<file path="src/rtl/mem_port_arbiter_if.sv">
// Bus bundle between the pipeline (IF/MEM stages), the byte-wide RAM and mem_port_arbiter.
// The arbiter uses the slave modport; the pipeline/RAM side uses master.
interface mem_port_arbiter_if;
  logic        flush;
  logic        if_req;
  logic [31:0] if_addr;
  logic [31:0] if_data;
  logic        if_done;
  logic        mem_req;
  logic        mem_we;
  logic [1:0]  mem_len;
  logic [31:0] mem_addr;
  logic [31:0] mem_wdata;
  logic [31:0] mem_rdata;
  logic        mem_done;
  logic [31:0] ram_addr;
  logic [7:0]  ram_dout;
  logic        ram_wr;
  logic [7:0]  ram_din;

  modport slave (
    input  flush, if_req, if_addr, mem_req, mem_we, mem_len, mem_addr, mem_wdata, ram_din,
    output if_data, if_done, mem_rdata, mem_done, ram_addr, ram_dout, ram_wr
  );

  modport master (
    output flush, if_req, if_addr, mem_req, mem_we, mem_len, mem_addr, mem_wdata, ram_din,
    input  if_data, if_done, mem_rdata, mem_done, ram_addr, ram_dout, ram_wr
  );
endinterface

</file>
<file path="src/rtl/mem_port_arbiter.sv">
// Shares one byte-wide RAM port between fetch and data accesses, serialising 8/16/32-bit transfers.
// Optional macro MEM_ARB_RR_EN: round-robin tie-break in IDLE instead of fixed data priority.
module mem_port_arbiter (
  input  logic              clk,
  input  logic              rst,
  mem_port_arbiter_if.slave bus_io
);
  typedef enum logic [1:0] {IDLE = 2'd0, RUN = 2'd1, DONE = 2'd2} state_e;

  localparam logic OWN_FETCH = 1'b0;
  localparam logic OWN_DATA  = 1'b1;

  state_e      state_q;
  logic        owner_q;
  logic        we_q;
  logic [2:0]  n_q;
  logic [2:0]  k_q;
  logic [31:0] addr_q;
  logic [31:0] wdata_q;
  logic [31:0] buf_q;
  logic [31:0] if_data_q;
  logic [31:0] mem_rdata_q;
  logic [31:0] ram_addr_q;
  logic [7:0]  ram_dout_q;
  logic        ram_wr_q;
  logic        if_done_q;
  logic        mem_done_q;
`ifdef MEM_ARB_RR_EN
  logic        rr_last_q;
`endif

  logic        fetch_pend_s;
  logic        data_pend_s;
  logic        grant_s;
  logic        grant_data_s;
  logic [31:0] grant_addr_s;
  logic [2:0]  k_d;
  logic [31:0] next_addr_s;
  logic [31:0] buf_d;

  function automatic logic [2:0] len_to_n(input logic [1:0] len);
    case (len)
      2'd0:    len_to_n = 3'd1;
      2'd1:    len_to_n = 3'd2;
      default: len_to_n = 3'd4;
    endcase
  endfunction

  function automatic logic [7:0] byte_sel(input logic [31:0] w, input logic [2:0] idx);
    case (idx)
      3'd1:    byte_sel = w[15:8];
      3'd2:    byte_sel = w[23:16];
      3'd3:    byte_sel = w[31:24];
      default: byte_sel = w[7:0];
    endcase
  endfunction

  // A flush hides the fetch request from the grant so a stale PC is never started.
  always_comb begin
    fetch_pend_s = bus_io.if_req & ~bus_io.flush;
    data_pend_s  = bus_io.mem_req;
`ifdef MEM_ARB_RR_EN
    if (fetch_pend_s && data_pend_s) begin
      grant_data_s = (rr_last_q == OWN_FETCH);
    end else begin
      grant_data_s = data_pend_s;
    end
`else
    grant_data_s = data_pend_s;
`endif
    grant_s      = fetch_pend_s | data_pend_s;
    grant_addr_s = grant_data_s ? bus_io.mem_addr : bus_io.if_addr;
  end

  // Read byte k-1 arrives on ram_din while k_q==k, one cycle behind its address.
  always_comb begin
    k_d         = k_q + 3'd1;
    next_addr_s = addr_q + {29'd0, k_d};
    buf_d       = buf_q;
    case (k_q)
      3'd1:    buf_d[7:0]   = bus_io.ram_din;
      3'd2:    buf_d[15:8]  = bus_io.ram_din;
      3'd3:    buf_d[23:16] = bus_io.ram_din;
      3'd4:    buf_d[31:24] = bus_io.ram_din;
      default: buf_d        = buf_q;
    endcase
  end

  always_ff @(posedge clk) begin
    if (rst) begin
      state_q     <= IDLE;
      owner_q     <= OWN_FETCH;
      we_q        <= 1'b0;
      n_q         <= 3'd0;
      k_q         <= 3'd0;
      addr_q      <= 32'd0;
      wdata_q     <= 32'd0;
      buf_q       <= 32'd0;
      if_data_q   <= 32'd0;
      mem_rdata_q <= 32'd0;
      ram_addr_q  <= 32'd0;
      ram_dout_q  <= 8'd0;
      ram_wr_q    <= 1'b0;
      if_done_q   <= 1'b0;
      mem_done_q  <= 1'b0;
`ifdef MEM_ARB_RR_EN
      rr_last_q   <= OWN_FETCH;
`endif
    end else begin
      if_done_q  <= 1'b0;
      mem_done_q <= 1'b0;
      ram_wr_q   <= 1'b0;
      case (state_q)
        IDLE: begin
          if (grant_s) begin
            state_q    <= RUN;
            owner_q    <= grant_data_s ? OWN_DATA : OWN_FETCH;
            we_q       <= grant_data_s & bus_io.mem_we;
            n_q        <= grant_data_s ? len_to_n(bus_io.mem_len) : 3'd4;
            k_q        <= 3'd0;
            addr_q     <= grant_addr_s;
            wdata_q    <= bus_io.mem_wdata;
            buf_q      <= 32'd0;
            ram_addr_q <= grant_addr_s;
            if (grant_data_s && bus_io.mem_we) begin
              ram_wr_q   <= 1'b1;
              ram_dout_q <= bus_io.mem_wdata[7:0];
            end
`ifdef MEM_ARB_RR_EN
            rr_last_q  <= grant_data_s ? OWN_DATA : OWN_FETCH;
`endif
          end
        end
        RUN: begin
          if (owner_q == OWN_FETCH && bus_io.flush) begin
            state_q <= IDLE;
          end else if (we_q) begin
            if (k_q == n_q - 3'd1) begin
              state_q     <= DONE;
              mem_done_q  <= 1'b1;
              mem_rdata_q <= buf_q;
            end else begin
              k_q        <= k_d;
              ram_addr_q <= next_addr_s;
              ram_dout_q <= byte_sel(wdata_q, k_d);
              ram_wr_q   <= 1'b1;
            end
          end else begin
            buf_q <= buf_d;
            if (k_q == n_q) begin
              state_q <= DONE;
              if (owner_q == OWN_FETCH) begin
                if_done_q <= 1'b1;
                if_data_q <= buf_d;
              end else begin
                mem_done_q  <= 1'b1;
                mem_rdata_q <= buf_d;
              end
            end else begin
              k_q <= k_d;
              // The extra capture cycle after the last address keeps ram_addr steady.
              if (k_d != n_q) begin
                ram_addr_q <= next_addr_s;
              end
            end
          end
        end
        DONE: begin
          state_q <= IDLE;
        end
        default: begin
          state_q <= IDLE;
        end
      endcase
    end
  end

  assign bus_io.if_data   = if_data_q;
  assign bus_io.if_done   = if_done_q;
  assign bus_io.mem_rdata = mem_rdata_q;
  assign bus_io.mem_done  = mem_done_q;
  assign bus_io.ram_addr  = ram_addr_q;
  assign bus_io.ram_dout  = ram_dout_q;
  assign bus_io.ram_wr    = ram_wr_q;
endmodule
</file>
<file path="src/flat_wrapper.sv">
// flat-port wrapper written by rule: the top's interface ports become plain ports
module mem_port_arbiter_flat 
  (clk, rst, bus_io_flush, bus_io_if_req, bus_io_if_addr, bus_io_mem_req, bus_io_mem_we, bus_io_mem_len, bus_io_mem_addr, bus_io_mem_wdata, bus_io_ram_din, bus_io_if_data, bus_io_if_done, bus_io_mem_rdata, bus_io_mem_done, bus_io_ram_addr, bus_io_ram_dout, bus_io_ram_wr);
  mem_port_arbiter_if bus_io_i ();
  input  logic clk;
  input  logic rst;
  input wire logic [$bits(bus_io_i.flush)-1:0] bus_io_flush;
  input wire logic [$bits(bus_io_i.if_req)-1:0] bus_io_if_req;
  input wire logic [$bits(bus_io_i.if_addr)-1:0] bus_io_if_addr;
  input wire logic [$bits(bus_io_i.mem_req)-1:0] bus_io_mem_req;
  input wire logic [$bits(bus_io_i.mem_we)-1:0] bus_io_mem_we;
  input wire logic [$bits(bus_io_i.mem_len)-1:0] bus_io_mem_len;
  input wire logic [$bits(bus_io_i.mem_addr)-1:0] bus_io_mem_addr;
  input wire logic [$bits(bus_io_i.mem_wdata)-1:0] bus_io_mem_wdata;
  input wire logic [$bits(bus_io_i.ram_din)-1:0] bus_io_ram_din;
  output wire logic [$bits(bus_io_i.if_data)-1:0] bus_io_if_data;
  output wire logic [$bits(bus_io_i.if_done)-1:0] bus_io_if_done;
  output wire logic [$bits(bus_io_i.mem_rdata)-1:0] bus_io_mem_rdata;
  output wire logic [$bits(bus_io_i.mem_done)-1:0] bus_io_mem_done;
  output wire logic [$bits(bus_io_i.ram_addr)-1:0] bus_io_ram_addr;
  output wire logic [$bits(bus_io_i.ram_dout)-1:0] bus_io_ram_dout;
  output wire logic [$bits(bus_io_i.ram_wr)-1:0] bus_io_ram_wr;
  assign bus_io_i.flush = bus_io_flush;
  assign bus_io_i.if_req = bus_io_if_req;
  assign bus_io_i.if_addr = bus_io_if_addr;
  assign bus_io_i.mem_req = bus_io_mem_req;
  assign bus_io_i.mem_we = bus_io_mem_we;
  assign bus_io_i.mem_len = bus_io_mem_len;
  assign bus_io_i.mem_addr = bus_io_mem_addr;
  assign bus_io_i.mem_wdata = bus_io_mem_wdata;
  assign bus_io_i.ram_din = bus_io_ram_din;
  assign bus_io_if_data = bus_io_i.if_data;
  assign bus_io_if_done = bus_io_i.if_done;
  assign bus_io_mem_rdata = bus_io_i.mem_rdata;
  assign bus_io_mem_done = bus_io_i.mem_done;
  assign bus_io_ram_addr = bus_io_i.ram_addr;
  assign bus_io_ram_dout = bus_io_i.ram_dout;
  assign bus_io_ram_wr = bus_io_i.ram_wr;
  mem_port_arbiter u_core (.clk(clk), .rst(rst), .bus_io(bus_io_i));
endmodule
</file>
<file path="config.mk">
export PLATFORM = sky130hd
export DESIGN_NAME = mem_port_arbiter_flat
export DESIGN_NICKNAME = d
export VERILOG_FILES = /design/src/rtl/mem_port_arbiter_if.sv /design/src/rtl/mem_port_arbiter.sv /design/src/flat_wrapper.sv
export SDC_FILE = /design/constraint.sdc
export NUM_CORES = 1
export LEC_CHECK = 0
export ABC_AREA = 0
export CORE_MARGIN = 4
export CORE_UTILIZATION = 40
export DETAILED_ROUTE_END_ITERATION = 8
export GPL_TIMING_DRIVEN = 1
export PLACE_DENSITY = 0.68
export RECOVER_POWER = 25
export SETUP_SLACK_MARGIN = 0.15
export SLEW_MARGIN = 5
export SYNTH_ARGS = -nofsm -noshare
export SYNTH_HDL_FRONTEND = slang
export SYNTH_SLANG_ARGS = --single-unit
</file>
<file path="constraint.sdc">
create_clock -name clk -period 2.7 [get_ports clk]
set_clock_uncertainty 0.05 [all_clocks]
set_input_delay 0.27 -clock clk [delete_from_list [all_inputs] [get_ports clk]]
set_output_delay 0.27 -clock clk [all_outputs]
set_load 0.01 [all_outputs]
</file>
==> Yosys cells after proc, flatten, opt, wreduce, memory -nomap -nowiden <==
Index checks and enable logic that the tools add are counted.
{ "word_totals": {"reg_bits": 213, "in_bits": 112, "word_cells": 121} }
{ "op_classes": {"n_addsub": 3, "n_eq_ne": 24, "mux": 53, "n_bitwise": 9, "reduce_logical": 17} }
{ "op_table": {"columns": ["operator", "count"], "rows": [
  ["$mux 32", 14],
  ["$pmux 32 s2", 2],
  ["$mux 8", 9],
  ["$add 32x3->32", 1],
  ["$pmux 8 s3", 1],
  ["$mux 3", 6],
  ["$pmux 8 s2", 1],
  ["$reduce_and 5->1", 3],
  ["$eq 3x2->1 const B", 4],
  ["$pmux 3 s2", 2],
  ["$reduce_and 6->1", 2],
  ["$mux 1", 11],
  ["$mux 2", 5],
  ["$ne 2x2->1 const B", 4],
  ["$eq 3x1->1 const B", 2],
  ["$eq 3x3->1", 2],
  ["$ne 2x1->1 const B", 3],
  ["$not 1->1", 6],
  ["$reduce_bool 2->1", 3],
  ["$reduce_or 5->1", 1],
  ["$eq 2x1->1 const B", 2],
  ["$logic_not 2->1", 2],
  ["$ne 4x1->1 const B", 1],
  ["$ne 4x4->1 const B", 1],
  ["other kinds (16)", 18]
]} }

==> Logic depth before layout (Yosys ltp) <==
Gate-level depths: netlist of the first run.
{ "logic_depth": {"depth_word": 7, "ltp_mapped": 12, "depth_no_buf": 10} }

==> Worst setup path before layout of the first run <==
No wires, ideal clock.
{ "synth_timing": {"kind": "register -> register", "from": "register u_core.k_q[0]", "to": "register u_core.ram_addr_q[25], in the netlist u_core.bus_io.ram_addr[25]", "setup_time_ns": 0.132, "arrival_ns": 2.746, "required_time_ns": 2.518, "slack_ns": -0.228, "path_stages_with_launch": 12, "path_buffers": 1, "cell_sequence": "dfxtp_1 -> ha_1 -> ha_1 -> inv_2 -> ha_1 -> o211ai_1 -> or2_2 -> clkbuf_1 -> or4_1 -> xnor2_1 -> o211ai_1 -> a21oi_1"} }
{ "synth_via": {"elab_chain_len": 7, "elab_cells_between_ends": 15, "cone_classes": "add/sub: 2; eq/ne: 6; mux: 6; reduce/logical: 1"} }
{ "synth_rtl": {"columns": ["item", "line", "rtl"], "rows": [
  ["from (decl)", "mem_port_arbiter.sv:17", "logic [2:0] k_q;"],
  ["from (signal assigned)", "mem_port_arbiter.sv:143", "k_q <= k_d;"],
  ["from (signal assigned)", "mem_port_arbiter.sv:160", "k_q <= k_d;"],
  ["$add 3x1->3", "mem_port_arbiter.sv:77", "k_d = k_q + 3'd1;"],
  ["$add 32x3->32", "mem_port_arbiter.sv:78", "next_addr_s = addr_q + {29'd0, k_d};"],
  ["$mux 32", "mem_port_arbiter.sv:162", "if (k_d != n_q) begin"],
  ["$mux 32", "mem_port_arbiter.sv:150", "if (k_q == n_q) begin"],
  ["$mux 32", "mem_port_arbiter.sv:137", "end else if (we_q) begin"],
  ["$mux 32", "mem_port_arbiter.sv:135", "if (owner_q == OWN_FETCH && bus_io.flush) begin"],
  ["$pmux 32 s2", "mem_port_arbiter.sv:113", "case (state_q)"],
  ["to (signal assigned)", "mem_port_arbiter.sv:124", "ram_addr_q <= grant_addr_s;"],
  ["to (signal assigned)", "mem_port_arbiter.sv:144", "ram_addr_q <= next_addr_s;"],
  ["to (signal assigned)", "mem_port_arbiter.sv:163", "ram_addr_q <= next_addr_s;"],
  ["to (decl)", "mem_port_arbiter.sv:23", "logic [31:0] ram_addr_q;"]
]} }
Several ways; a longest one is shown, not always the timed one. The select of a mux whose other input is x is not followed.
A chain may end at the register's enable or synchronous reset.

==> Worst setup path after layout of the first run <==
{ "layout_timing": {"from": "register u_core.k_q[1]", "to": "register u_core.ram_addr_q[17], in the netlist u_core.bus_io.ram_addr[17]"} }
The elaborated chain is that of the path after synthesis.

==> results of run 1 <==
[what timing repair did]
action | 4_1_cts | 5_1_grt
gates cloned | 1 | 1
setup buffers | 7 | 3
hold endpoints to repair | 0 | 0
gates resized for setup | 8 | 27
pin swaps | 6 | 11
endpoints found under the setup margin | 16 | 32
[area by class of cell]
cell class	instances	share of cell area, %
multi-input cells	859	40.8
flip-flops and latches	213	31.5
repair buffers	262	19.2
clock buffers	31	4.83
well taps	324	2.98
inverters	16	0.497
clock inverters	6	0.249
[state kept, by name, indices dropped and copies added (netlist names)]
register,count
u_core.addr_q,32
u_core.buf_q,32
u_core.bus_io.if_data,32
u_core.bus_io.if_done,1
u_core.bus_io.mem_done,1
u_core.bus_io.mem_rdata,32
u_core.bus_io.ram_addr,32
u_core.bus_io.ram_dout,8
u_core.bus_io.ram_wr,1
u_core.k_q,3
u_core.n_q,3
u_core.owner_q,1
u_core.state_q,2
u_core.wdata_q,32
u_core.we_q,1
[per-stage QoR]
| stage | util, % | area [µm²] | TNS (ns) | setup slack, ns | cells |
|---|---|---|---|---|---|
| 2_1_floorplan | - | 10200 | 0 | 0.0971 | 1192 |
| 3_3_place_gp | 51.4 | 12600 | 0 | 0.0471 | 1662 |
| 3_5_place_dp | 51.4 | 12600 | -0.0103 | -0.0103 | 1662 |
| 4_1_cts | 54.6 | 13400 | 0 | 0.153 | 1707 |
| 5_1_grt | 55.2 | 13600 | 0 | 0.0598 | 1711 |
| 6_report | 55.2 | 13600 | 0 | 0.151 | 1711 |
[worst paths after layout]
| kind | startpoint | to | cells after the start |
|---|---|---|---|
| setup reg to reg | u_core.k_q[1]$_SDFFE_PP0P_ | u_core.bus_io.ram_addr[17]$_SDFFE_PP0P_ | 10 |
| setup / recovery | u_core.k_q[1]$_SDFFE_PP0P_ | u_core.bus_io.ram_addr[17]$_SDFFE_PP0P_ | 10 |
| hold reg to reg | u_core.wdata_q[4]$_SDFFE_PP0P_ | u_core.wdata_q[4]$_SDFFE_PP0P_ | 2 |
| hold / removal | rst | u_core.we_q$_SDFFE_PP0P_ | 2 |
[layout by cell type (no fill, tap or decap), drive strengths merged, types with 2 or more instances in the layout]
master / n
a211oi: 99
a21oi: 107
a222oi: 8
a22oi: 4
a31oi: 2
and2: 7
and3: 4
and4: 2
buf: 41
clkbuf: 35
clkdlybuf4s50: 196
clkinv: 5
dfxtp: 213
dlygate4sd3: 20
ha: 10
inv: 17
mux2i: 106
nand2: 178
nand2b: 2
nand3: 46
nand3b: 2
nand4: 9
nor2: 144
nor2b: 8
nor3: 19
nor4: 8
nor4b: 3
o211ai: 29
o21ai: 11
o31ai: 2
or3: 5
or4: 3
xnor2: 15
xor2: 17
[layer usage]
| metal | vias up | share of wire (%) | track usage [%] |
|---|---|---|---|
| met5 | - | 0.045 | 0 |
| met4 | 2 | 2.1 | 4.59 |
| met2 | 255 | 47 | 33.7 |
| met1 | 4160 | 44 | 26.0 |
| li1 | 4554 | - | - |
| met3 | 46 | 6.7 | 4.27 |
[power breakdown]
| part | total, mW | internal (mW) | switching (mW) |
|---|---|---|---|
| clock | 2.92 | 1.69 | 1.24 |
| sequential | 3.70 | 3.46 | 0.239 |
| combinational | 2.08 | 0.964 | 1.11 |
| total | 8.69 | 6.11 | 2.59 |
[cells by family (layout without fill, tap and decap cells)]
group	count (synthesis)	in the layout
compound gates	267	267
xor+xnor	33	33
fa+ha+maj	11	11
buf+inv	120	315
flops	213	213
mux	106	106
simple gates	442	442
[critical path, cell delays in order, from the launching register on]
cell,delay (ns)
dfxtp_4,0.37
ha_4,0.17
ha_4,0.29
inv_6,0.04
ha_4,0.26
o211ai_1,0.10
or2_4,0.31
or4_4,0.43
xnor2_1,0.14
o211ai_1,0.17
a21oi_1,0.08
==> metrics.md, run 1 <==
| Metric | Value |
|---|---|
| Worst EP arrival | ~2.9 ns |
| Fin. Hold Viols | 0 |
| DRT Pass-1 Iters | 5 |
| Seq/Total Area, Yosys | a little over two fifths |
| RSZ-0062 raised after global routing | yes |
| Sequential cell area | 0.00427 mm² |
| Maximum VDD drop | approximately 370 µV |
| Yosys warns | 0 |
| Synth cell types | 48 |
| Top FF cell, synth | dfxtp_1 |
| Post-synth EDFFs | 0 |
| Total congestion overflow | 0 |
| Initial antenna violation count | 1 |
| Total chip power | around 8.7 mW |
| First-pass GRT wire length | between 40 and 50 mm |
| Routed wire length | between 20 and 30 mm |
| Crit Path Max Fanout | 8 |
| Fillers | ~2,300 |
| CTS H-tree lvls | 1 |
| Initial Util | 41.2% |
| Number of top-level pins | roughly 220 |
| Largest net degree at the start of global routing | 83 |
| Row cnt | 57 |
| Core region area | roughly 0.025 mm² |
| Max Cap Violations | 0 |
| Hold-fix buffers at CTS | 0 |
| Main combinational cell family by area after synthesis | simple AND/OR/NAND/NOR gates |
| Worst endpoint required time | about 3.0 ns |
| DR iter-0 viols | 654 |
| Pleak | between 4 and 5 nW |
| Antenna diode count | 0 |
| Post-Synthesis Cell Area | between 0.01 and 0.015 mm² |
| Slew Viols, Final | 0 |
| Outcome | complete, no violations |
| Hold Crit Class | in -> reg |
| Routed vias | 9,017 |
| Vias per cell | 5.27 |
| Most numerous cell in the Yosys netlist | dfxtp_1 |
| Layout cells sized above 1 | between 10% and 20% |
| Die Wd | roughly 170 µm |
| Clk buf depth | 3 |
| Fin Hold WS | between 0.15 and 0.2 ns |
| DR WL/cell | 17.0 µm |
| Cells after Synth | 1,192 |
| Post-route DRC | 0 |
| Multi-input logic area | 0.00554 mm² |
| Synth Area in Adders | ~1.4% |
| Largest cells by area after synthesis | dfxtp_1 42%, mux2i_1 10%, nand2_1 6.6% |
| Nets | between 1,000 and 1,500 |
| Die area | 0.0279 mm² |
| CP Launch Type | register |
| #FFs+latches synth | 213 |
| Relative slew margins | approximately 3.0% |
| Post-Syn Area per Cell | between 8 and 9 µm² |
| Fmax achieved | between 300 and 400 MHz |
| Setup slack, reg-to-reg | between 0.15 and 0.2 ns |
| Clk root buf | clkbuf_16 |
| Complex-gate fraction of the synthesized area | 18.7% |
| Asr flop ratio synth | 0% |
| Area leader, netlist | dfxtp_1 |
| Area grow syn2layout | 34.1% |
| Clock-pin slew on the worst setup and hold paths | 0.06 ns |
| Count of final setup violators | 0 |
| Gpl congestion | 0.825 |
| Worst-skew pair later-pin latency | around 0.51 ns |
| Post-route minimum period | roughly 2.5 ns |
| Synth top area share | 42.1% |
| Vias in the first global route | 8,922 |
| CTS sink cnt | ~210 |
| Mapped Nets | 1,315 |
| Worst setup path class | reg -> reg |
| PortBufs | ~220 |
| Final worst-path cycle share | 94.4% |
| Mux cell area share after synthesis | 10.5% |
| GRT Resource Usage Total | approximately a fifth |
| Post-Synth Simple-Gate Area | 19.2% |
| Xor/xnor share of the synthesized area | 3.00% |
| CTS tree | yes |
| Synth cell count leaders | 213 x dfxtp_1, 178 x nand2_1, 143 x nor2_1, 107 x a21oi_1, 106 x mux2i_1 |
| Routed Antenna Nets | 0 |
| Post-DP HPWL | 20.1 mm |
| Worst setup EP type | register |
| Die Y | about 170 µm |
| CTS buffer count | 23 |
| Cell Pwr Density | around 640 mW/mm² |
| Worst slew pin tran | approximately 1.5 ns |
Note: power is estimated with default switching activity, not from simulation.
==> run 2: changes to the inputs <==
--- a/config.mk
+++ b/config.mk
@@ -8,6 +8,7 @@
 export ABC_AREA = 0
 export CORE_MARGIN = 4
 export CORE_UTILIZATION = 40
+export CTS_BUF_LIST = sky130_fd_sc_hd__clkbuf_4 sky130_fd_sc_hd__clkbuf_8 sky130_fd_sc_hd__clkbuf_16
 export DETAILED_ROUTE_END_ITERATION = 8
 export GPL_TIMING_DRIVEN = 1
 export PLACE_DENSITY = 0.68
==> metrics.md, run 2 (synthesized netlist as in run 1, its figures left out) <==
| Metric | Value |
|---|---|
| DRT Pass-1 Iters | 4 |
| Crit. Startpoint | u_core.k_q[1]$_SDFFE_PP0P_ |
| Most common cell after layout, fill and taps aside | dfxtp_1 |
| Antenna diode count | 0 |
| CTS sink cnt | roughly 210 |
| Hold Crit Class | in -> reg |
| Total chip power | slightly below 9 mW |
| Cell Chain, Critical Path | ha_4 -> ha_4 -> inv_6 -> ha_4 -> o211ai_1 -> or2_4 -> or4_4 -> xnor2_1 -> o211ai_1 -> a21oi_1 |
| Maximum VDD drop | ~370 µV |
| Worst path max stage delay | ~0.45 ns |
| Routed Antenna Nets | 0 |
| Fmax achieved | around 400 MHz |
| Clk buf depth | 3 |
| PortBufs | 218 |
| Core region area | approximately 0.025 mm² |
| GRT Resource Usage Total | roughly 20% |
| Worst endpoint required time | ~3.0 ns |
| Worst-skew pair later-pin latency | approximately 0.51 ns |
| Routed vias | approximately 9,000 |
| CTS H-tree lvls | 1 |
| Crit Path Max Fanout | 8 |
| Worst setup EP type | register |
| Slew Viols, Final | 0 |
| CTS tree | yes |
| Cell Pwr Density | 641 mW/mm² |
| CP Launch Type | register |
| Fin Setup TNS | 0 ns |
| Pleak | 5.00 nW |
| Placed cell count | 1,662 |
| Post-route DRC | 0 |
| Final worst-path cycle share | between 90 and 100% |
| Nets | between 1,000 and 1,500 |
| CTS buffer count | 23 |
| Vias per cell | approximately 5.3 |
| Largest net degree at the start of global routing | 83 |
| Worst EP arrival | 2.89 ns |
| Max Cap Violations | 0 |
| DR iter-0 viols | around 640 |
| Non-filler cells, final | between 1,500 and 2,000 |
| Area grow syn2layout | 34.2% |
| Die Y | between 150 and 200 µm |
| Commonest cells after routing, fill and taps aside | 209 x dfxtp_1, 196 x clkdlybuf4s50_1, 178 x nand2_1, 142 x nor2_1, 107 x a21oi_1 |
| Worst slew pin tran | around 1.5 ns |
| Worst setup path class | reg -> reg |
| Routed wire length | approximately 30 mm |
| Design Area, Final | approximately 0.014 mm² |
| Post-DP HPWL | between 20 and 25 mm |
| R2r startpoint | u_core.k_q[1]$_SDFFE_PP0P_ |
| Fin. Hold Viols | 0 |
| Final core utilization | a little under three fifths |
| First-pass GRT wire length | about 47 mm |
| Gpl congestion | about 0.83 |
| DR WL/cell | approximately 17 µm |
| Clock-pin slew on the worst setup and hold paths | around 0.06 ns |
| Die Wd | ~170 µm |
| Min-Delay Startpoint | rst |
| Critical Path Most Common Cell | ha_4 |
| Die area | roughly 0.028 mm² |
| Number of top-level pins | approximately 220 |
| Initial Util | 41.2% |
| Post-route minimum period | roughly 2.6 ns |
| Placed Instance Area | about 0.013 mm² |
| RSZ-0062 raised after global routing | yes |
| Row cnt | 57 |
| Vias in the first global route | a little under 9,000 |
| Outcome | complete, no violations |
| Count of final setup violators | 0 |
| Relative slew margins | around 3.2% |
| Clk root buf | clkbuf_16 |
| Total congestion overflow | 0 |
| Cell with the largest stage delay on the worst path | or4_4 |
| Layout cells sized above 1 | a little over a tenth |
| Initial antenna violation count | 1 |
## run 2: cell types whose count changed in the layout (fill, tap and decap cells not counted)
cell	delta
clkbuf_1	-3
clkbuf_4	+3
## run 2: worst paths after layout
check	cells past startpoint	to	slack (ns)
setup / recovery	10	u_core.bus_io.ram_addr[25]$_SDFFE_PP0P_	0.15
hold / removal	2	u_core.we_q$_SDFFE_PP0P_	0.20
setup reg to reg	10	u_core.bus_io.ram_addr[25]$_SDFFE_PP0P_	0.15
hold reg to reg	2	u_core.wdata_q[4]$_SDFFE_PP0P_	0.40
## run 2: per-layer routing
layer / global-route usage, % / share of wire [%] / vias up
met2: 33.7 / 47 / 250
met1: 26.0 / 44 / 4182
met5: 0 / 0.045 / -
li1: - / - / 4556
met4: 4.59 / 2.1 / 2
met3: 4.27 / 6.5 / 45
## run 2: power by group
part | switching, mW | leakage (nW) | total (mW) | internal (mW)
Clock | 1.23 | 0.357 | 2.95 | 1.72
Sequential | 0.240 | 1.74 | 3.70 | 3.46
Combinational | 1.11 | 2.90 | 2.08 | 0.964
## run 2: cell type report
cell class | instances | area, µm²
fill | 2308 | 11000
multi-input combinational | 859 | 5540
sequential | 213 | 4270
timing repair buffer | 262 | 2600
clock buffer | 31 | 667
tap | 324 | 405
inverter | 16 | 67.6
clock inverter | 6 | 33.8
## run 2: critical path: cells and delay by family (launching register included)
kind            cells  cell delay [ns]
simple gates        2             0.76
fa+ha+maj           3             0.73
flops               1             0.37
compound gates      3             0.36
xor+xnor            1             0.14
buf+inv             1             0.04
## run 2: timing repair
action                     in CTS  in global routing
pin swaps                       6                 11
setup buffers                   7                  3
setup endpoints to repair      16                 32
hold buffers                    0                  0
cloned                          1                  1
gates resized for setup         8                 27
## run 2: metrics by stage
step                worst slack [ns]  hold slack (ns)
floorplan                     0.0971            0.356
global placement              0.0471            0.389
detailed placement           -0.0103            0.397
CTS                            0.153            0.202
global route                  0.0597            0.219
finish                         0.146            0.197
==> run 3: changes to the inputs <==
--- a/config.mk
+++ b/config.mk
@@ -12,7 +12,7 @@
 export DETAILED_ROUTE_END_ITERATION = 8
 export GPL_TIMING_DRIVEN = 1
 export PLACE_DENSITY = 0.68
-export RECOVER_POWER = 25
+export RECOVER_POWER = 100
 export SETUP_SLACK_MARGIN = 0.15
 export SLEW_MARGIN = 5
 export SYNTH_ARGS = -nofsm -noshare
==> constraint.sdc (replaced) <==
create_clock -name clk -period 2.7 [get_ports clk]
set_clock_uncertainty 0.05 [all_clocks]
set_input_delay 0.27 -clock clk [delete_from_list [all_inputs] [get_ports clk]]
set_output_delay 0.27 -clock clk [all_outputs]
set_load 0.1 [all_outputs]
==> metrics.md, run 3 (synthesized netlist as in run 1, its figures left out) <==
| Metric | Value |
|---|---|
| Outcome | complete, no violations |
| Clk buf depth | 3 |
| Worst path max stage delay | around 0.4 ns |
| Number of top-level pins | between 200 and 250 |
| PortBufs | 218 |
| DRT Pass-1 Iters | 5 |
| Worst-skew pair later-pin latency | ~0.51 ns |
| Cell Pwr Density | 791 mW/mm² |
| Worst endpoint required time | a little over 3 ns |
| Post-route DRC | 0 |
| Placed Instance Area | 0.0124 mm² |
| Non-filler cells, final | ~1,700 |
| Fin. Hold Viols | 0 |
| CTS tree | yes |
| R2r startpoint | u_core.k_q[2]$_SDFFE_PP0P_ |
| Hold Crit Class | in -> reg |
| Setup slack, reg-to-reg | 0.10 ns |
| CTS H-tree lvls | 1 |
| Worst setup EP type | register |
| Vias per cell | 5.34 |
| Most common cell after layout, fill and taps aside | dfxtp_1 |
| RSZ-0062 raised after global routing | yes |
| Crit. Startpoint | u_core.k_q[2]$_SDFFE_PP0P_ |
| Routed Antenna Nets | 0 |
| Hold-fix buffers at CTS | 0 |
| Post-route minimum period | around 2.6 ns |
| Die Wd | 167 µm |
| Relative slew margins | 1.71% |
| Row cnt | 57 |
| DR WL/cell | between 15 and 20 µm |
| Fmax achieved | 385 MHz |
| Pleak | roughly 4.7 nW |
| CTS sink cnt | about 210 |
| Antenna diode count | 0 |
| Placed cell count | 1,659 |
| Gpl congestion | a little over 0.8 |
| First-pass GRT wire length | 45.7 mm |
| Final worst-path setup slack | 0.105 ns |
| Worst slew pin tran | 1.47 ns |
| Final core utilization | a little over half |
| Buffers & Inverters on Critical Path | 2 |
| Min-Delay Startpoint | rst |
| Core region area | roughly 0.025 mm² |
| Post-DP HPWL | between 15 and 20 mm |
| Count of final setup violators | 0 |
| Cell Chain, Critical Path | buf_4 -> xor3_1 -> or3_1 -> o32a_1 -> nor2_8 -> clkbuf_4 -> nor2_1 -> a211oi_1 |
| Worst EP arrival | roughly 3.0 ns |
| Design Area, Final | ~0.013 mm² |
| Cell with the largest stage delay on the worst path | or3_1 |
| Total congestion overflow | 0 |
| Clock-pin slew on the worst setup and hold paths | around 0.060 ns |
| Initial antenna violation count | 1 |
| Max Cap Violations | 0 |
| CTS buffer count | 24 |
| Clk root buf | clkbuf_16 |
| Largest net degree at the start of global routing | 84 |
| Worst setup path class | reg -> reg |
| DR iter-0 viols | about 640 |
| Routed wire length | between 20 and 30 mm |
| GRT Resource Usage Total | slightly below 20% |
| Routed vias | around 9,100 |
| Slew Viols, Final | 0 |
| Commonest cells after routing, fill and taps aside | 209 x dfxtp_1, 178 x nand2_1, 142 x nor2_1, 110 x clkbuf_1, 109 x clkdlybuf4s50_1 |
| Layout cells sized above 1 | under 10% |
| Maximum VDD drop | ~450 µV |
| Cell family with most CP delay | compound AO/OA/AOI/OAI gates |
| Nets | 1,495 |
| Die area | between 0.02 and 0.03 mm² |
| Area grow syn2layout | 27.0% |
| Final worst-path cycle share | between 90% and 100% |
| Vias in the first global route | 8,681 |
| Fin Hold WS | about 0.22 ns |
| Fin Setup TNS | 0 ns |
| Initial Util | 41.2% |
| Crit Path Max Fanout | 18 |
| Die Y | about 170 µm |
| DP Worst Slack | -0.0234 ns |
| Total chip power | around 10 mW |
| CP Launch Type | register |
-- run 3: changes by cell type in the layout (fill, tap and decap cells not counted), sizes merged --
cell | previous run | this run
clkbuf | 35 | 157
dlygate4sd3 | 20 | 0
bufinv | 0 | 2
inv | 17 | 16
bufbuf | 1 | 0
clkdlybuf4s50 | 196 | 109
clkinv | 5 | 3
buf | 41 | 30
-- run 3: final timing paths --
kind	cells after the start	end
setup / recovery	8	u_core.bus_io.mem_rdata[30]$_SDFFE_PP0P_
hold / removal	2	u_core.k_q[2]$_SDFFE_PP0P_
setup reg to reg	8	u_core.bus_io.mem_rdata[30]$_SDFFE_PP0P_
hold reg to reg	2	u_core.bus_io.ram_addr[21]$_SDFFE_PP0P_
-- run 3: power breakdown --
group / leakage, nW / switching, mW / total (mW) / internal, mW
combinational: 2.48 / 2.33 / 3.05 / 0.724
clock: 0.431 / 1.28 / 3.44 / 2.16
sequential: 1.74 / 0.231 / 3.69 / 3.46
total: 4.66 / 3.84 / 10.2 / 6.34
-- run 3: routing by layer --
layer	part of all wire (%)	vias up	track usage, %	routed length, µm
li1	-	4546	-	-
met1	43	4274	25.7	12700
met2	48	289	33.1	13900
met3	7.2	33	4.17	2110
met4	1.8	2	4.13	521
met5	0.045	-	0	13
-- run 3: what timing repair did --
action                     CTS  global route
setup buffers                7             3
resized for setup            7            15
pin swaps                    5             7
hold endpoints to repair     0             0
setup endpoints to repair   16            50
gates cloned                 0             1
-- run 3: layout make-up --
class                   count  area, µm²
repair buffers            258       1850
inverters                  16       67.6
clock inverters             5       75.1
fillers                  2418      11700
flip-flops and latches    213       4270
multi-input cells         859       5410
clock buffers              38        778
well taps                 324        405
==> edit 1 (settings of run 2) <==
Add a define of `MEM_ARB_RR_EN`.
--- a/src/rtl/mem_port_arbiter.sv
+++ b/src/rtl/mem_port_arbiter.sv
@@ -2,2 +2,4 @@
 // Optional macro MEM_ARB_RR_EN: round-robin tie-break in IDLE instead of fixed data priority.
+`define MEM_ARB_RR_EN
+
 module mem_port_arbiter (
Function: no difference found for any inputs over 4 cycles, from zero or initial values and one cycle with rst high; that may be too few to reach the edited logic, so the function may still have changed.
==> edit 1 against run 2 <==
  * Routed wire length decreased by 1.1%
  * Clock power increased by 11%
  * Total power is 4.9% higher
  * Non-clock buffer count increased by 4
  * Design area is 1.5% lower
  * Area after synthesis down 3.5%
  * Worst setup slack improved by 54 ps
  * Sequential cell count did not move
  * Critical endpoint is now u_core.bus_io.ram_addr[30]
  * Largest power group unchanged
==> edit 1: results <==
{
  "status": "finished clean",
  "fin_worst_hold_slack_ps": 141.4,
  "routed.top_layer": "met4",
  "grt_pass1_wl_um": 44920,
  "syn_inst": 1169,
  "p_seq_mw": 3.70,
  "drive_gt1_share_pct": 8.887,
  "antenna_found_initial": 0,
  "gp_congestion": 0.8484,
  "ys_types": 54,
  "hpwl_um": 19710,
  "crit_fanout": 24,
  "placed_cell_area_sq_mm": 0.01244,
  "period_share_pct": 92.62,
  "fin_nets": 1491,
  "cp_slowest_cell": "or4_4",
  "first_iter_violations": 665,
  "cts_made_buffers": 24,
  "wl_per_cell_um": 16.96,
  "syn-num-nets": 1292,
  "p_clk_mw": 3.27,
  "wl_met1_um": 12930,
  "wl_met3_um": 1723,
  "ir_worst_vdd_uv": 428.0,
  "place_ws_ps": 66.54,
  "wl_met2_um": 13590,
  "grtUsageTotal_pct": 20.18,
  "slowest_delay_ps": 710,
  "grt_max_degree": 98,
  "p_leak_nw": 4.835,
  "grt_pass1_vias": 8634,
  "synth_common_cells": "dfxtp_1, nor2_1, nand2_1, a21oi_1, mux2i_1",
  "synthTopCellsByArea": "dfxtp_1, mux2i_1, nor2_1",
  "rrSetupSlack_ps": 200,
  "dr.pass1.iters": 5,
  "ys_seq_area_share_pct": 43.60,
  "avgViaCountPerCell": 5.361,
  "tightest_slew_ps": 883.2,
  "switchingPower_mw": 2.681
}
==> edit 1: changes by cell type in the layout (fill, tap and decap cells not counted), moves of 23 or more <==
cell | run 2 | this run
a211oi_2 | 28 | 0
nand3_1 | 46 | 19
mux2i_1 | 106 | 80
a22oi_1 | 4 | 33
nor2_1 | 142 | 177
dlygate4sd3_1 | 20 | 43
a311oi_1 | 0 | 25
==> edit 1: cells by family (layout without fill, tap and decap cells) <==
family | count (synthesis) | count (layout) | share of synthesized area [%]
buffers and inverters | 107 | 321 | 4.529
DFF | 213 | 213 | 43.60
adders and majority gates | 11 | 11 | 1.484
and+or+nand+nor | 436 | 437 | 19.18
AOI/OAI and AO/OA | 287 | 287 | 19.74
xor gates and xnor gates | 35 | 35 | 3.288
muxes | 80 | 80 | 8.187
==> edit 1: path summary, 6_finish.rpt <==
kind                                                start  cells after the start                          to
worst max register to register              u_core.n_q[1]                      8  u_core.bus_io.ram_addr[30]
worst min register to register  u_core.bus_io.ram_addr[4]                      2   u_core.bus_io.ram_addr[4]
worst max-delay path                        u_core.n_q[1]                      8  u_core.bus_io.ram_addr[30]
worst min-delay path                                  rst                      2             u_core.buf_q[7]
==> edit 1: cell type report <==
class                   instances  area [sq um]
well taps                     319         399.1
inverters                      13         50.05
flip-flops and latches        213          4267
clock buffers                  36         752.0
multi-input cells             850          5219
repair buffers                266          2648
clock inverters                 6         57.56
fillers                      2165         10360
==> edit 1: per-layer routing <==
layer / up-vias / GRT usage [%]
met4: 0 / 5.558
met3: 53 / 3.169
li1: 4560 / -
met1: 4250 / 27.49
met2: 266 / 33.42
met5: - / 0
==> edit 1: repair_timing <==
item | in CTS | in global routing
pin swaps | 2 | 5
endpoints found under the setup margin | 4 | 32
setup buffers | 3 | 2
resized for setup | 4 | 16
hold buffers | 0 | 0
gates cloned | 0 | 2
==> edit 2 (settings of run 2) <==
Without the edit above. Encoding of `state_e`: now one-hot (3 bits for 3 states).
--- a/src/rtl/mem_port_arbiter.sv
+++ b/src/rtl/mem_port_arbiter.sv
@@ -7,3 +7,3 @@
 );
-  typedef enum logic [1:0] {IDLE = 2'd0, RUN = 2'd1, DONE = 2'd2} state_e;
+  typedef enum logic [2:0] {IDLE = 3'b001, RUN = 3'b010, DONE = 3'b100} state_e;
 
Check against the original RTL: same outputs for any inputs over 4 cycles, from zero or initial values and one cycle with rst high; so few cycles prove little.
==> edit 2 against run 2 <==
  * Sequential share of layout area increased by 0.57 points
  * Largest power group unchanged
  * Sequential cell count is 1 higher
  * Total power is 8.0% lower
  * Worst setup slack improved by 30 ps
  * Synthesized cell count fell by 4.6%
  * Sequential power down 5%
  * Area after synthesis is 3.3% lower
  * Critical endpoint is now u_core.bus_io.ram_addr[13]
  * Via count shrank 0.46%
  * Routed wire length decreased by 0.33%
  * Core utilization rose by 0.18 points
  * First-iteration DRC count down 4.7%
  * Cell count decreased by 2.2%
  * Design area fell by 1.4%
==> edit 2: results <==
{
  "first_iter_violations": 611,
  "synth_compound_gate_area_share_pct": 20.02,
  "min_path_cells": 3,
  "place_ws_ps": 68.91,
  "rrSetupSlack_ps": 180,
  "status": "finished clean",
  "wl_met2_um": 13470,
  "max-slew-margin-rel_pct": 55.26,
  "synth_xor_area_share_pct": 2.733,
  "drive_gt1_share_pct": 9.481,
  "switchingPower_mw": 2.091,
  "grt_pass1_vias": 8526,
  "synth_common_cells": "dfxtp_1, nand2_1, nor2_1, mux2i_1, a211oi_1",
  "dr.pass1.iters": 5,
  "wl_met3_um": 2097,
  "startpoint": "u_core.k_q[0]",
  "synthTopCellsByArea": "dfxtp_1, mux2i_1, a211oi_1",
  "postCtsSetupBuffers": 2,
  "syn_inst": 1137,
  "crit_fanout": 6,
  "ys_types": 57,
  "wl_per_cell_um": 17.39,
  "grtUsageTotal_pct": 20.48,
  "syn-num-nets": 1260,
  "fin_nets": 1457,
  "p_int_mw": 5.934,
  "p_clk_mw": 3.33,
  "r2r-end": "u_core.bus_io.ram_addr[13]",
  "slowest_delay_ps": 380,
  "stdcell_count": 1674,
  "vias": 8993,
  "hpwl_um": 19960,
  "synth.area.mux_share_pct": 9.197,
  "grt_pass1_wl_um": 45450,
  "cts_made_buffers": 24
}
edit 2: changes by cell type in the layout (fill, tap and decap cells not counted), moves of 26 or more:
| cell | change |
|---|---|
| a211oi_2 | -26 |
| a21oi_1 | -41 |
| a22oi_1 | +29 |
| clkdlybuf4s50_1 | -58 |
| dlygate4sd3_1 | +58 |
| nand3_1 | -27 |
edit 2: final cells by class:
| type | instances | area [sq um] |
|---|---|---|
| clock buffer | 33 | 710.7 |
| tap | 324 | 405.4 |
| timing repair buffer | 267 | 2635 |
| clock inverter | 9 | 103.9 |
| multi-input combinational | 812 | 5194 |
| sequential | 214 | 4290 |
| fill | 2196 | 10770 |
| inverter | 15 | 63.81 |
edit 2: layer usage:
metal  vias up  global-route usage (%)
met1      4207                   28.04
met3        39                   4.417
met4         4                   4.461
met2       287                   33.40
li1       4456                       -
met5         -                       0
edit 2: worst min-delay path: cells and delay by family:
kind / cells / cell delay [ps]
compound gates: 1 / 70
buf+inv: 1 / 140
simple gates: 1 / 110
